--- src/rtl/mips_loader_pkg.sv ---
// Shared types and constants for the MIPS program loader.
// Frame: A5, LEN_HI, LEN_LO, N*4 data bytes (MSB first), XOR checksum.
package mips_loader_pkg;

  localparam logic [7:0] SYNC_BYTE = 8'hA5;
  localparam int         LEN_W     = 16;

  typedef enum logic [2:0] {
    ST_SYNC,
    ST_LEN_HI,
    ST_LEN_LO,
    ST_DATA,
    ST_CHECK,
    ST_DONE,
    ST_ERROR
  } loader_state_t;

  function automatic logic is_rx_state(
    input loader_state_t s
  );
    return (s != ST_DONE) && (s != ST_ERROR);
  endfunction

endpackage

--- src/rtl/mips_program_loader_packer.sv ---
// Four-byte MSB-first word assembler.
// word/word_valid are registered on the 4th byte.
module byte_word_packer (
  input  logic        clk,
  input  logic        reset,
  input  logic        clear,
  input  logic        shift_en,
  input  logic [7:0]  byte_in,
  output logic [31:0] word,
  output logic        word_valid,
  output logic [1:0]  byte_idx
);

  logic [23:0] sr;

  always_ff @(posedge clk) begin
    if (reset || clear) begin
      sr         <= '0;
      byte_idx   <= '0;
      word_valid <= 1'b0;
    end else begin
      word_valid <= 1'b0;
      if (shift_en) begin
        sr       <= {sr[15:0], byte_in};
        byte_idx <= byte_idx + 2'd1;
        if (byte_idx == 2'd3) begin
          word_valid <= 1'b1;
        end
      end
    end
  end

  // Output word is held between writes, so only reset clears it.
  always_ff @(posedge clk) begin
    if (reset) begin
      word <= '0;
    end else if (shift_en && byte_idx == 2'd3) begin
      word <= {sr, byte_in};
    end
  end

endmodule

--- src/rtl/mips_program_loader.sv ---
// Byte-stream loader for MIPS instruction memory.
// Keeps the CPU in reset until a checksummed image is written.
module mips_program_loader
  import mips_loader_pkg::*;
#(
  parameter int          ADDR_WIDTH = 8,
  parameter logic [31:0] BASE_ADDR  = 32'h0000_0000
) (
  input  logic        clk,
  input  logic        reset,
  input  logic        rx_valid,
  input  logic [7:0]  rx_data,
  output logic        rx_ready,
  input  logic        restart,
  output logic        imem_we,
  output logic [31:0] imem_addr,
  output logic [31:0] imem_wdata,
  output logic        cpu_reset,
  output logic        done,
  output logic        error,
  output logic [15:0] words_loaded
);

  localparam logic [31:0] CAP = 32'd1 << ADDR_WIDTH;

  loader_state_t    state_q, state_n;
  logic [7:0]       len_hi_q;
  logic [LEN_W-1:0] len_q;
  logic [LEN_W-1:0] len_in;
  logic [7:0]       chk_q;
  logic [1:0]       byte_idx;
  logic             hs;
  logic             sync_hit;
  logic             word_end;
  logic             last_word;
  logic             rx_ready_n;
  logic             done_n;
  logic             error_n;
  logic             cpu_reset_n;

  assign hs        = rx_valid & rx_ready;
  assign len_in    = {len_hi_q, rx_data};
  assign sync_hit  = hs && state_q == ST_SYNC
                     && rx_data == SYNC_BYTE;
  assign word_end  = hs && state_q == ST_DATA
                     && byte_idx == 2'd3;
  assign last_word = words_loaded == len_q - 16'd1;

  byte_word_packer u_packer (
    .clk        (clk),
    .reset      (reset),
    .clear      (sync_hit),
    .shift_en   (hs && state_q == ST_DATA),
    .byte_in    (rx_data),
    .word       (imem_wdata),
    .word_valid (imem_we),
    .byte_idx   (byte_idx)
  );

  always_ff @(posedge clk) begin
    if (reset) state_q <= ST_SYNC;
    else       state_q <= state_n;
  end

  always_comb begin
    state_n = state_q;
    unique case (state_q)
      ST_SYNC:
        if (sync_hit) state_n = ST_LEN_HI;
      ST_LEN_HI:
        if (hs) state_n = ST_LEN_LO;
      ST_LEN_LO:
        if (hs) begin
          if ({16'd0, len_in} > CAP)
            state_n = ST_ERROR;
          else if (len_in == '0)
            state_n = ST_CHECK;
          else
            state_n = ST_DATA;
        end
      ST_DATA:
        if (word_end && last_word)
          state_n = ST_CHECK;
      ST_CHECK:
        if (hs) begin
          state_n = (rx_data == chk_q)
                    ? ST_DONE : ST_ERROR;
        end
      ST_DONE, ST_ERROR:
        if (restart) state_n = ST_SYNC;
      default:
        state_n = ST_SYNC;
    endcase
  end

  // Status flags follow the state being entered, so they
  // change on the same edge as the state itself.
  always_comb begin
    rx_ready_n  = is_rx_state(state_n);
    done_n      = state_n == ST_DONE;
    error_n     = state_n == ST_ERROR;
    cpu_reset_n = state_n != ST_DONE;
  end

  always_ff @(posedge clk) begin
    if (reset) begin
      rx_ready  <= 1'b0;
      done      <= 1'b0;
      error     <= 1'b0;
      cpu_reset <= 1'b1;
    end else begin
      rx_ready  <= rx_ready_n;
      done      <= done_n;
      error     <= error_n;
      cpu_reset <= cpu_reset_n;
    end
  end

  always_ff @(posedge clk) begin
    if (reset) begin
      len_hi_q     <= '0;
      len_q        <= '0;
      chk_q        <= '0;
      words_loaded <= '0;
      imem_addr    <= '0;
    end else begin
      if ((state_q == ST_DONE || state_q == ST_ERROR)
          && restart) begin
        words_loaded <= '0;
      end
      if (sync_hit) chk_q <= '0;
      if (hs) begin
        case (state_q)
          ST_LEN_HI: begin
            len_hi_q <= rx_data;
            chk_q    <= chk_q ^ rx_data;
          end
          ST_LEN_LO: begin
            len_q <= len_in;
            chk_q <= chk_q ^ rx_data;
          end
          ST_DATA: begin
            chk_q <= chk_q ^ rx_data;
          end
          default: ;
        endcase
      end
      if (word_end) begin
        imem_addr    <= BASE_ADDR
                        + {14'd0, words_loaded, 2'b00};
        words_loaded <= words_loaded + 16'd1;
      end
    end
  end

endmodule

--- config.mk ---
export PLATFORM = sky130hd
export DESIGN_NAME = mips_program_loader
export DESIGN_NICKNAME = d
export VERILOG_FILES = /design/src/rtl/mips_loader_pkg.sv /design/src/rtl/mips_program_loader_packer.sv /design/src/rtl/mips_program_loader.sv
export SDC_FILE = /design/constraint.sdc
export NUM_CORES = 1
export LEC_CHECK = 0
export BUFFER_PORTS_ARGS = -buffer_cell sky130_fd_sc_hd__buf_2
export CORE_UTILIZATION = 40
export CTS_CLUSTER_SIZE = 25
export DETAILED_ROUTE_END_ITERATION = 8
export MAX_ROUTING_LAYER = met4
export SETUP_SLACK_MARGIN = 0.05
export SYNTH_ARGS = -nofsm -noshare
export SYNTH_HDL_FRONTEND = slang
export SYNTH_SLANG_ARGS = --single-unit
--- constraint.sdc ---
create_clock -name clk -period 3.6 [get_ports clk]
set_input_delay 0.36 -clock clk [delete_from_list [all_inputs] [get_ports clk]]
set_output_delay 0.36 -clock clk [all_outputs]
set_load 0.01 [all_outputs]
# --- Yosys cells after proc, flatten, opt, wreduce, memory -nomap -nowiden ---
# Index checks and enable logic that the tools add are counted.
totals:
  reg_bits: 130
  latch_bits: 0
  ramBits: 0
  mem_bits_ro: 0
  inputBits: 12
  mem_count: 0
classes:
  addsub: 3
  multipliers: 0
  div: 0
  order_cmp: 1
  eq_ne: 14
  shift: 0
  muxes: 16
  bitwise_logic: 3
  n_reduce_logical: 17
op_table:
  columns: ["cell", "n"]
  rows:
  - ["$mux W16", 2]
  - ["$mux W3", 8]
  - ["$mux W8", 3]
  - ["$pmux W3 S6", 1]
  - ["$add A16 B1 Y16 const B", 1]
  - ["$eq A16 B16 Y1", 1]
  - ["$gt A16 B9 Y1 const B", 1]
  - ["$logic_not A16 Y1", 1]
  - ["$sub A16 B1 Y16 const B", 1]
  - ["$eq A3 B3 Y1 const B", 5]
  - ["$eq A8 B8 Y1", 1]
  - ["$eq A8 B8 Y1 const B", 1]
  - ["$xor A8 B8 Y8", 1]
  - ["$logic_and A1 B1 Y1", 7]
  - ["$eq A3 B2 Y1 const B", 2]
  - ["$ne A3 B3 Y1 const B", 2]
  - ["$reduce_and A2 Y1", 2]
  - ["$reduce_or A2 Y1", 2]
  - ["$eq A3 B1 Y1 const B", 1]
  - ["$logic_not A3 Y1", 1]
  - ["$reduce_or A3 Y1", 1]
  - ["$add A2 B1 Y2 const B", 1]
  - ["$eq A2 B2 Y1 const B", 1]
  - ["$logic_or A1 B1 Y1", 2]
  - ["5 further kinds", 5]

# --- Depth between registers and ports, before layout ---
depth:
  ltp_word: 8
  mapped_depth: 8
  ltp_nobuf: 8

# --- By module ---
# Synthesis repeated with hierarchy kept, for this count alone.
unflattened:
  hier_cells: 729
  area_unflattened_um2: 6119.6
modules_own_cells:
  columns: ["mod", "n_inst", "cells_each", "area_each_um2"]
  rows:
  - ["mips_program_loader", 1, 494, 3714.8]
  - ["byte_word_packer", 1, 235, 2404.8]

# --- Worst setup path before layout ---
# No wires, ideal clock.
synth_timing:
  path_type: "register to register"
  startpoint: "register len_q[0]"
  endpoint: "register cpu_reset"
  t_arrival_ps: 2400
  required_ps: 3480
  path_slack_ps: 1080
  path_stages_with_launch: 9
  path_cell_list: "dfxtp_1 > inv_1 > ha_1 > or3b_4 > or4_1 > a22oi_1 > o2111ai_1 > a2111o_1 > a211o_1"
synth_via:
  elab_chain_cells: 6
synth_lines:
  columns: ["element", "line", "rtl"]
  rows:
  - ["start, declared", "mips_program_loader.sv:28", "logic [LEN_W-1:0] len_q;"]
  - ["start signal, assigned", "mips_program_loader.sv:139", "len_q <= len_in;"]
  - ["$sub A16 B1 Y16", "mips_program_loader.sv:47", "assign last_word = words_loaded == len_q - 16'd1;"]
  - ["$eq A16 B16 Y1", "mips_program_loader.sv:47", null]
  - ["$logic_and A1 B1 Y1", "mips_program_loader.sv:82", "if (word_end && last_word)"]
  - ["$mux W3", "mips_program_loader.sv:82", null]
  - ["$pmux W3 S6", "mips_program_loader.sv:67", "unique case (state_q)"]
  - ["$ne A3 B3 Y1", "mips_program_loader.sv:102", "cpu_reset_n = state_n != ST_DONE;"]
  - ["end signal, assigned", "mips_program_loader.sv:115", "cpu_reset <= cpu_reset_n;"]
  - ["end, declared", "mips_program_loader.sv:18", "output logic cpu_reset,"]
# Every way passes these cells.
# A chain may end at the register's enable or synchronous reset.

# --- Final worst setup path ---
layout_timing:
  startpoint: "register len_q[0]"
  endpoint: "register state_q[0]"
layout_via:
  elab_chain_cells: 5
layout_lines:
  columns: ["element", "line", "rtl"]
  rows:
  - ["$sub A16 B1 Y16", "mips_program_loader.sv:47", null]
  - ["$eq A16 B16 Y1", "mips_program_loader.sv:47", null]
  - ["$logic_and A1 B1 Y1", "mips_program_loader.sv:82", null]
  - ["$mux W3", "mips_program_loader.sv:82", null]
  - ["$pmux W3 S6", "mips_program_loader.sv:67", null]
  - ["end signal, assigned", "mips_program_loader.sv:62", "else state_q <= state_n;"]
  - ["end, declared", "mips_program_loader.sv:26", "loader_state_t state_q, state_n;"]
# Every way passes these cells.

==> metrics.yaml <==
outcome:
  status: "finished clean"
clock_tree:
  clockRootBuffer: "clkbuf_16"
  cts.hold.buffers_added: 0
  clk_latency_ps: 420
  cts_buffers: 17
  htreeDepth: 4
  cts_resized: 0
  post_cts_buffers: 0
  clk_pin_slew_ps: 60
  cts_tree: "done"
  cts_buffer_depth: 2
  cts_sinks: 130
finish:
  finalInstanceArea_sq_mm: 0.00691
  antenna_cells: 0
  final_cells: 986
  drive_above_1_share_pct: 17.2
  syn_to_final_growth_pct: 18.0
  num-fill-cells: 1355
  nNetsFinal: 809
synthesis:
  yosysSeqAreaShare_pct: 44.5
  syn_area_sq_mm: 0.00585
  synth_cell_type_count: 60
  synth_edf_count: 0
  syn_avg_cell_area_sq_um: 7.83
  synth_ff_type: "dfxtp_1"
  synthArstFlopShare_pct: 0
  ys_ff_latch: 130
  ys_warn_count: 0
  synthCells: 748
timing:
  setup_violations: 0
  layout_min_cycle_time_ps: 2960
  tightest_slew_ps: 948
  fmax_ghz: 0.338
  max_slew_margin_pct: 36.8
  hold_violations: 0
  drv_slew: 0
  tns_ps: 0
  rsz0062_at_grt: "no"
  skew_ps: 9.51
  timing.final.crit_share_pct: 82.1
placement:
  io_buffers: 80
  dp_cells: 955
  postPlaceCellArea_sq_mm: 0.00623
  hpwl_mm: 9.76
  gp_congestion: 0.874
setup_path:
  cp_data_arrival_time_ps: 3230
  critPathMaxStageDelay_ps: 620
  path_class: "reg2reg"
  crit_family: "compound AO/OA/AOI/OAI gates"
  start_kind: "register"
  critical_path_required_ps: 3870
  path_cells: "inv_1 > ha_1 > or3b_4 > or4_1 > a211oi_1 > o211ai_1 > a2111oi_0 > o22ai_1"
  worst_setup_path_end_kind: "register"
  cpMaxStageDelayCell: "a2111oi_0"
  cp_max_fo: 6
  crit_buf_inv: 1
floorplanning:
  core_region_area_sq_mm: 0.0141
  rows: 43
  die_w_microns: 123
  io_pins: 97
  dieArea_sq_mm: 0.0151
  start_util_pct: 41.5
  die_h_microns: 123
grt:
  grt_start_max_net_pins: 61
  grt.total_usage_pct: 21.1
  antenna_found_initial: 0
  grt_pass1_wl_mm: 23.9
  first_global_vias: 4826
  grt_overflow: 0
routing:
  wirelength_mm: 14.9
  drc: 0
  via_count: 5305
  wire_per_inst_microns: 15.1
  firstDrtPassIters: 5
  ant_nets: 0
  viasPerCell: 5.38
  first_iter_violations: 411
flow_run:
  cap_violations: 0
power_and_ir_drop:
  p_leak_nw: 2.63
  cellPowerDensity_mw_per_mm2: 505
  ir_drop_uv: 313
worst_hold_path:
  min_path_type: "in2reg"
==> kinds of logic after synthesis <==
family	count (synthesis)	synth area share (%)
and+or+nand+nor	323	24.9
other	1	0.0641
DFF	130	44.5
adders and majority gates	3	0.641
xor gates and xnor gates	27	4.04
muxes	16	2.89
AOI/OAI and AO/OA	167	16.4
buffers and inverters	81	6.69
==> cell usage after synthesis, types with 11 or more instances <==
cell / instances / area share (%)
nand3b_1: 14 / 1.8
nand3_1: 14 / 1.2
o21ai_0: 17 / 1.5
xor2_1: 16 / 2.4
xnor2_1: 11 / 1.6
a21oi_1: 114 / 9.7
nor2_1: 39 / 2.5
dfxtp_1: 130 / 44
clkbuf_1: 51 / 3.3
nand2_1: 199 / 13
buf_4: 17 / 2.2
==> report_power, final <==
| part | leakage [nW] | internal (W) | total (W) | switching, W |
|---|---|---|---|---|
| combinational | 1.25 | 0.0000130 | 0.0000689 | 0.0000559 |
| sequential | 1.05 | 0.00144 | 0.00144 | 0.000000601 |
| clock | 0.334 | 0.00134 | 0.00198 | 0.000641 |
| total | 2.63 | 0.00279 | 0.00349 | 0.000697 |
==> final timing paths <==
path	start	to	slack (ps)	depth (start not counted)
max	len_q[0]	state_q[0]	640	8
min	rx_data[0]	u_packer.sr[0]	290	3
max reg2reg	len_q[0]	state_q[0]	640	8
min reg2reg	imem_addr[16]	imem_addr[16]	450	2
==> cell usage in the layout, fill, tap and decap left out, drive strengths merged, types with 4 or more instances in the layout <==
master,count
nand3,14
or4,9
conb,16
inv,9
clkbuf,19
nor3,9
xnor2,11
nor2,39
bufinv,6
and3,9
mux2,7
xor2,16
buf,87
dfxtp,130
nor4,8
or3,4
a211oi,5
nand2,199
a21oi,114
nand4,8
mux2i,9
o21ai,19
nand3b,14
==> worst reg2reg max path, cell delays in order (launching register included) <==
cell       delay [ps]
dfxtp_1           340
inv_1              70
ha_1              240
or3b_4            450
or4_1             530
a211oi_1          260
o211ai_1          110
a2111oi_0         620
o22ai_1           190
==> state kept, by name, indices dropped and copies added (netlist names) <==
register,count
u_packer.word,32
u_packer.sr,24
imem_addr,16
len_q,16
words_loaded,16
chk_q,8
len_hi_q,8
state_q,3
u_packer.byte_idx,2
cpu_reset,1
done,1
error,1
rx_ready,1
u_packer.word_valid,1
==> metrics by stage <==
stage	power [W]	hold slack, ps	setup WS [ps]	util (%)
global placement	0.00154	440	802	44.2
CTS	0.00352	268	668	49.0
global route	0.00359	305	489	49.0
detailed placement	0.00154	446	687	44.2
finish	0.00349	292	643	49.0
floorplan	0.00153	432	1080	-
==> cell type report <==
cell class | count | area [sq um] | share of cell area, %
multi-input combinational | 552 | 2930 | 42.4
sequential | 130 | 2600 | 37.7
timing repair buffer | 87 | 453 | 6.56
clock buffer | 19 | 453 | 6.56
inverter | 6 | 22.5 | 0.326
clock inverter | 12 | 225 | 3.26
tap | 180 | 225 | 3.26
==> per-layer routing <==
layer	global-route usage [%]	share of wire (%)	vias up
met2	33.1	47	140
met1	26.4	46	2538
met4	7.83	1.1	0
li1	-	-	2609
met3	5.03	5.5	18
met5	-	0	-
(Power assumes the default switching activity.)
